## src/rtl/uart_rx_unit.sv

```systemverilog
// Purpose: 16x-oversampling UART receiver, 8 data bits LSB first, optional odd/even parity, one stop bit.
// Latency: rx_done_flag rises 3 clocks + 168 ticks (152 without parity) after rx_in falls into the start bit.
// Backpressure: none; data_out and error_flag hold until the next frame overwrites them.
module uart_rx_unit #(
    parameter int CLK_HZ = 50_000_000
) (
    input  logic       clock,
    input  logic       reset_n,
    input  logic       rx_in,
    input  logic [1:0] baud_rate,
    input  logic [1:0] parity_type,
    output logic [7:0] data_out,
    output logic       rx_active_flag,
    output logic       rx_done_flag,
    output logic [2:0] error_flag
);
    localparam int DIV_2400  = (CLK_HZ + 2400 * 8) / (2400 * 16);
    localparam int DIV_4800  = (CLK_HZ + 4800 * 8) / (4800 * 16);
    localparam int DIV_9600  = (CLK_HZ + 9600 * 8) / (9600 * 16);
    localparam int DIV_19200 = (CLK_HZ + 19200 * 8) / (19200 * 16);

    typedef enum logic [2:0] {
        S_IDLE,
        S_START,
        S_DATA,
        S_PARITY,
        S_STOP,
        S_DONE
    } state_t;

    state_t      state;
    state_t      state_nxt;
    logic        rx_meta;
    logic        rxs;
    logic        rxs_d;
    logic [1:0]  baud_q;
    logic [1:0]  par_q;
    logic [10:0] div_cnt;
    logic [10:0] div_last;
    logic        tick;
    logic [3:0]  tick_cnt;
    logic [2:0]  bit_cnt;
    logic [7:0]  shift_q;
    logic        start_det;
    logic        bit_due;
    logic        par_en;
    logic        par_bad;

    always_ff @(posedge clock or negedge reset_n) begin
        if (!reset_n) begin
            rx_meta <= 1'b1;
            rxs     <= 1'b1;
            rxs_d   <= 1'b1;
        end else begin
            rx_meta <= rx_in;
            rxs     <= rx_meta;
            rxs_d   <= rxs;
        end
    end

    always_comb begin
        case (baud_q)
            2'b00:   div_last = 11'(DIV_2400 - 1);
            2'b01:   div_last = 11'(DIV_4800 - 1);
            2'b10:   div_last = 11'(DIV_9600 - 1);
            default: div_last = 11'(DIV_19200 - 1);
        endcase
    end

    assign tick      = (div_cnt == div_last);
    // rxs_d must be high, so a line still low after a bad stop bit cannot retrigger
    assign start_det = (state == S_IDLE) && rxs_d && !rxs;
    // the start bit is sampled at its 8th tick (mid-bit), everything after every 16th
    assign bit_due   = tick && (tick_cnt == ((state == S_START) ? 4'd7 : 4'd15));
    assign par_en    = (par_q == 2'b01) || (par_q == 2'b10);
    assign par_bad   = (^{shift_q, rxs}) ^ (par_q == 2'b01);

    always_comb begin
        state_nxt = state;
        case (state)
            S_IDLE:   if (start_det) state_nxt = S_START;
            S_START:  if (bit_due) state_nxt = rxs ? S_IDLE : S_DATA;
            S_DATA:   if (bit_due && bit_cnt == 3'd7) state_nxt = par_en ? S_PARITY : S_STOP;
            S_PARITY: if (bit_due) state_nxt = S_STOP;
            S_STOP:   if (bit_due) state_nxt = S_DONE;
            S_DONE:   state_nxt = S_IDLE;
            default:  state_nxt = S_IDLE;
        endcase
    end

    always_ff @(posedge clock or negedge reset_n) begin
        if (!reset_n) begin
            state      <= S_IDLE;
            div_cnt    <= '0;
            tick_cnt   <= '0;
            bit_cnt    <= '0;
            shift_q    <= '0;
            baud_q     <= '0;
            par_q      <= '0;
            data_out   <= '0;
            error_flag <= '0;
        end else begin
            state <= state_nxt;

            // holding the divider at zero in IDLE phase-aligns ticks to the start edge
            if (state == S_IDLE || tick) div_cnt <= '0;
            else                         div_cnt <= div_cnt + 11'd1;

            if (state == S_IDLE)
                tick_cnt <= '0;
            else if (tick)
                tick_cnt <= (state == S_START && tick_cnt == 4'd7) ? 4'd0 : tick_cnt + 4'd1;

            if (state == S_IDLE) begin
                bit_cnt <= '0;
            end else if (state == S_DATA && bit_due) begin
                bit_cnt <= bit_cnt + 3'd1;
                shift_q <= {rxs, shift_q[7:1]};
            end

            if (start_det) begin
                baud_q     <= baud_rate;
                par_q      <= parity_type;
                error_flag <= '0;
            end
            if (state == S_START && bit_due && rxs)       error_flag[1] <= 1'b1;
            if (state == S_PARITY && bit_due && par_bad)  error_flag[0] <= 1'b1;
            if (state == S_STOP && bit_due) begin
                data_out <= shift_q;
                if (!rxs) error_flag[2] <= 1'b1;
            end
        end
    end

    assign rx_done_flag   = (state == S_DONE);
    assign rx_active_flag = (state == S_START) || (state == S_DATA) ||
                            (state == S_PARITY) || (state == S_STOP);

endmodule

```

## config.mk

```make
export PLATFORM = sky130hd
export DESIGN_NAME = uart_rx_unit
export DESIGN_NICKNAME = d
export VERILOG_FILES = /design/src/rtl/uart_rx_unit.sv
export SDC_FILE = /design/constraint.sdc
export NUM_CORES = 1
export LEC_CHECK = 0
export CAP_MARGIN = 20
export CELL_PAD_IN_SITES_DETAIL_PLACEMENT = 0
export CELL_PAD_IN_SITES_GLOBAL_PLACEMENT = 2
export CORE_UTILIZATION = 38
export CTS_CLUSTER_SIZE = 20
export DETAILED_ROUTE_END_ITERATION = 8
export GPL_TIMING_DRIVEN = 0
export PLACE_DENSITY_LB_ADDON = 0.1
export SLEW_MARGIN = 5
export SYNTH_ARGS = -nofsm -noshare
export SYNTH_HDL_FRONTEND = slang
export SYNTH_SLANG_ARGS = --single-unit
```

## constraint.sdc

```tcl
create_clock -name clock -period 3 [get_ports clock]
set_input_delay 0.6 -clock clock [delete_from_list [all_inputs] [get_ports clock]]
set_output_delay 0.6 -clock clock [all_outputs]
set_load 0.05 [all_outputs]
```

Word-level counts from Yosys, hierarchy flattened
Index checks and enable logic that the tools add are counted.
{ "totals": {"out_inout_bits": 13, "ramBits": 0, "inputBits": 7, "romBits": 0, "mem_count": 0, "latch_bits": 0, "ff_bits": 47} }
{ "op_classes": {"eq_ne": 18, "mul": 0, "bitwise_logic": 2, "add_sub_neg": 3, "shift": 0, "order_cmp": 0, "div": 0, "reduce_logical": 26, "n_mux": 21} }
{ "op_table": {"columns": ["operator", "n"], "rows": [
  ["$pmux 11 s3", 1],
  ["$mux 3", 9],
  ["$mux 4", 4],
  ["$pmux 3 s5", 1],
  ["$add 11x1->11 const B", 1],
  ["$eq 11x11->1", 1],
  ["$logic_and 1x1->1", 11],
  ["$mux 11", 1],
  ["$ne 2x2->1 const B", 5],
  ["$eq 3x3->1 const B", 3],
  ["$reduce_xor 9->1", 1],
  ["$reduce_bool 2->1", 4],
  ["$eq 3x2->1 const B", 2],
  ["$logic_or 1x1->1", 5],
  ["$reduce_and 5->1", 1],
  ["$add 4x1->4 const B", 1],
  ["$eq 2x1->1 const B", 2],
  ["$eq 2x2->1 const B", 2],
  ["$eq 4x3->1 const B", 1],
  ["$eq 4x4->1", 1],
  ["$mux 1", 4],
  ["$add 3x1->3 const B", 1],
  ["$eq 3x1->1 const B", 1],
  ["$logic_not 3->1", 1],
  ["other kinds (6)", 6]
]} }

Logic depth before layout (Yosys ltp)
{ "depth": {"word_depth": 7, "depth_mapped": 8, "mapped_depth_nobuf": 7} }

Worst setup path before layout
No wires, ideal clock.
{ "synth_timing": {"path_kind": "reg2reg", "from": "register baud_q[0]", "to": "register shift_q[0]", "arrival_time_ns": 2.252, "slack_ns": 0.623, "path_stages_with_launch": 8, "path_cell_list": "dfrtp_1 buf_6 or3_1 o31a_2 or3_1 buf_6 nor4b_4 mux2_2"} }
{ "synth_via": {"elab_chain_len": 6, "word_cells_on_any_way": 8, "cone_classes": "eq/ne (3); mux (1); reduce/logical (4)"} }
{ "synth_lines": {"columns": ["element", "line", "rtl"], "rows": [
  ["from (decl)", "36", "logic [1:0] baud_q;"],
  ["from (signal assigned)", "122", "baud_q <= baud_rate;"],
  ["$eq 2x2->1 (tied with other cells)", "62", "case (baud_q)"],
  ["$pmux 11 s3 *", "62", null],
  ["$eq 11x11->1 *", "70", "assign tick = (div_cnt == div_last);"],
  ["$logic_and 1x1->1 *", "74", "assign bit_due = tick && (tick_cnt == ((state == S_START) ? 4'd7 : 4'd15));"],
  ["$logic_and 1x1->1 *", "116", "end else if (state == S_DATA && bit_due) begin"],
  ["$reduce_and 2->1 (no line) *", null, null],
  ["to (signal assigned)", "118", "shift_q <= {rxs, shift_q[7:1]};"],
  ["to (decl)", "43", "logic [7:0] shift_q;"]
]} }
Mark *: on every way between the ends. The rest lies on a longest branch, timed or not.
A chain may end at the register's enable or synchronous reset.

Worst setup path after layout
{ "layout_timing": {"from": "register state[1]", "to": "output port rx_active_flag"} }
{ "layout_via": {"elab_chain_len": 4, "word_cells_on_any_way": 7, "cone_classes": "eq/ne (4); reduce/logical (3)"} }
{ "layout_lines": {"columns": ["element", "line", "rtl"], "rows": [
  ["from (decl)", "31", "state_t state;"],
  ["from (signal assigned)", "103", "state <= state_nxt;"],
  ["$eq 3x1->1 or $eq 3x2->1 (tied branches)", "136", "assign rx_active_flag = (state == S_START) || (state == S_DATA) ||"],
  ["$logic_or 1x1->1 (2 in series)", "136", null],
  ["$logic_or 1x1->1 *", "137", "(state == S_PARITY) || (state == S_STOP);"],
  ["to (decl)", "13", "output logic rx_active_flag,"]
]} }
Marks and branches as above.

==> results.yml <==
timing:
  min_period_over_period: 0.942
  finalCriticalPeriod_ns: 2.83
  grt_setup_unrepaired: "no"
  relSlewSlack: 0.407
  setup_ws_ns: 0.174
  max_freq_mhz: 354
  slew_violations: 0
  fin_tns_setup_ns: 0
  max_slew.worst_pin.slew_ns: 0.887
  finalSetupViolCount: 0
  holdWs_ns: 0.177
  hold_viol: 0
  final.setup_skew_ns: 0.00663
place:
  io_buffers: 19
  place_congestion: 0.699
  dp.cells: 320
  dpl_worst_slack_ns: 0.389
  place_area_mm2: 0.00273
  post-dp-hpwl_mm: 3.47
pwr:
  combinationalPowerShare: 0.219
  switching_share: 0.290
  clockPowerShare: 0.327
  p_switching_uw: 490
  p_seq_frac: 0.454
  irDropWorstVdd_mv: 0.249
  power_density_mw_per_mm2: 590
  p_total_mw: 1.69
  intPower_mw: 1.20
  leakage_nw: 1.28
cells_and_area:
  utilization: 0.474
  fin_nets: 264
  fin_area_mm2: 0.00286
  drive_above_1_share: 0.146
  syn2layout_area_growth_pct: 17.8
  final_cells: 328
  num_antenna_cells: 0
synthesis:
  synth_cells: 225
  ys_warn_count: 0
  async_flop_share: 1.00
  ys_seq_area_frac: 0.486
  synthDistinctLibCells: 50
  ys_ff_latch: 47
  synth_area_mm2: 0.00243
  synth_edf_count: 0
  ys.flop_type: "dfrtp_1"
  postSynthAreaPerCell_um2: 10.8
  synth_nets: 237
detailed_routing:
  drc_errors: 0
  num_vias: 1789
  drt_pass1_iterations: 4
  via_per_inst: 5.45
  wire_per_inst_um: 15.1
  wl_mm: 4.97
  ant_nets: 0
  drt_first_iter_violations: 85
clock_tree:
  htreeDepth: 2
  clock_sinks: 47
  clk_latency_ns: 0.30
  cts_tree: "built"
  clockBufferDepth: 2
  hold_buffers: 0
  cts_resized: 0
  cts_setup_buffers: 0
  cts-root-buf: "clkbuf_8"
  cts_buffers: 5
  cts.clk_slew.worst_paths_ns: 0.09
setup_path:
  critPathArrivalTime_ns: 2.23
  slowest_delay_ns: 0.82
  crit_chain: "clkbuf_1 > nor2_1 > xnor2_1 > clkdlybuf4s50_1"
  start_kind: "register"
  worstSetupPathType: "register to primary output"
  reg2reg_to: "shift_q[4]"
  reg2reg_depth: 7
  r2r-start: "baud_q[0]"
  critPathCaptureType: "primary output"
  ff2ff_setup_slack_ns: 0.42
  worst-path-buf-inv: 2
  crit_slowest_cell: "clkdlybuf4s50_1"
  worst_ep_required_time_ns: 2.40
  path_max_fanout: 10
  path_delay_family: "buffers and inverters"
floorplanning:
  die_x_um: 81.9
  initial_core_util: 0.403
  rows: 28
  die-area_mm2: 0.00671
  io-pin-count: 20
  core_area_mm2: 0.00603
  die_y_um: 81.9
status:
  status: "complete, no violations"
global_routing:
  grt_pass1_vias: 1749
  grt_max_degree: 37
  grt_first_pass_wirelength_mm: 8.57
  grt-ovfl-total: 0
  grt_util_all_layers: 0.174
  antenna_found_initial: 0
flow_run:
  drv.max_cap_violation_count: 0
min_path:
  hold_path.class: "input port to asynchronous set/reset pin"
power groups by stage:
stage                     Sequential, mW  Clock, mW  Combinational (mW)
after floorplan                    0.756          0               0.291
after global placement             0.779          0               0.372
after detailed placement           0.778          0               0.375
after CTS                          0.765      0.571               0.377
after global routing               0.775      0.597               0.422
final                              0.765      0.551               0.370
worst max-delay path by stage:
stage | depth (start not counted) | from | endpoint
final | 4 | state[1] | rx_active_flag
after detailed placement | 7 | baud_q[0] | shift_q[4]
after global placement | 1 | reset_n | bit_cnt[1]
after global routing | 4 | state[1] | rx_active_flag
after CTS | 4 | state[1] | rx_active_flag
after floorplan | 7 | baud_q[0] | shift_q[0]
worst reg2reg max path: cells and delay by family (launching register included):
family	cells	cell delay, ns
buffers and inverters	2	0.29
AOI/OAI and AO/OA	1	0.14
DFF	1	0.39
and+or+nand+nor	3	1.26
muxes	1	0.41
cell type report:
cell class,instances,area [um^2]
buffer,7,41.3
timing repair buffer,20,205
fill,571,3170
clock inverter,2,60.1
inverter,4,15.0
sequential,47,1180
tap,75,93.8
multi-input combinational,167,1190
clock buffer,6,72.6
sequential cells by signal, indices dropped and copies added, names as in the netlist:
signal      cells
rx_meta         1
tick_cnt        4
div_cnt        11
baud_q          2
par_q           2
shift_q         8
state           3
bit_cnt         3
rxs_d           1
data_out        8
rxs             1
error_flag      3
routing by layer:
| layer | vias to the layer above | share of wire | global-route usage |
|---|---|---|---|
| met1 | 877 | 0.51 | 0.242 |
| met5 | - | 0 | 0 |
| li1 | 867 | - | - |
| met2 | 37 | 0.44 | 0.265 |
| met4 | 0 | 0.013 | 0.0561 |
| met3 | 8 | 0.036 | 0.0411 |
layout by cell type, fill, tap and decap left out, types with 3 or more instances in the layout:
cell type        count
a21oi_1              7
a221o_1              3
and3_1               3
clkbuf_1             6
clkbuf_8             5
clkdlybuf4s50_1     18
dfrtp_1             44
dfstp_2              3
ha_1                 5
inv_1                4
mux2_2              16
nand2_1             23
nand2b_1             3
nand3_1             10
nand4b_1             3
nor2_1              22
nor3_1               6
nor3b_1              3
o21ai_0              6
or3_1                3
xnor2_1             12
xor2_1               5
logic make-up (layout without fill, tap and decap cells):
group,Yosys count,after routing,synth area share
AND/OR/NAND/NOR,93,93,0.212
flip-flops,47,47,0.486
AO/OA/AOI/OAI,33,33,0.0995
XOR/XNOR,18,18,0.0706
multiplexers,18,18,0.0825
buffers and inverters,11,39,0.0232
adder cells (fa/ha/maj),5,5,0.0258
synthesized netlist by cell type (3+ instances only):
master    instances  area share
a221o_1           3       0.012
nand2b_1          3      0.0077
xnor2_1          12       0.043
ha_1              5       0.026
and3_1            3      0.0077
nor3_1            6       0.012
nor3b_1           3      0.0093
dfrtp_1          44        0.45
clkbuf_1          5      0.0077
dfstp_2           3       0.032
nor2_1           22       0.034
o21ai_0           6       0.012
mux2_2           16       0.074
nand4b_1          3       0.011
nand2_1          23       0.036
xor2_1            5       0.018
nand3_1          10       0.021
or3_1             3      0.0077
a21oi_1           7       0.014
inv_1             4      0.0062
Power figures use the tool's default switching activity.
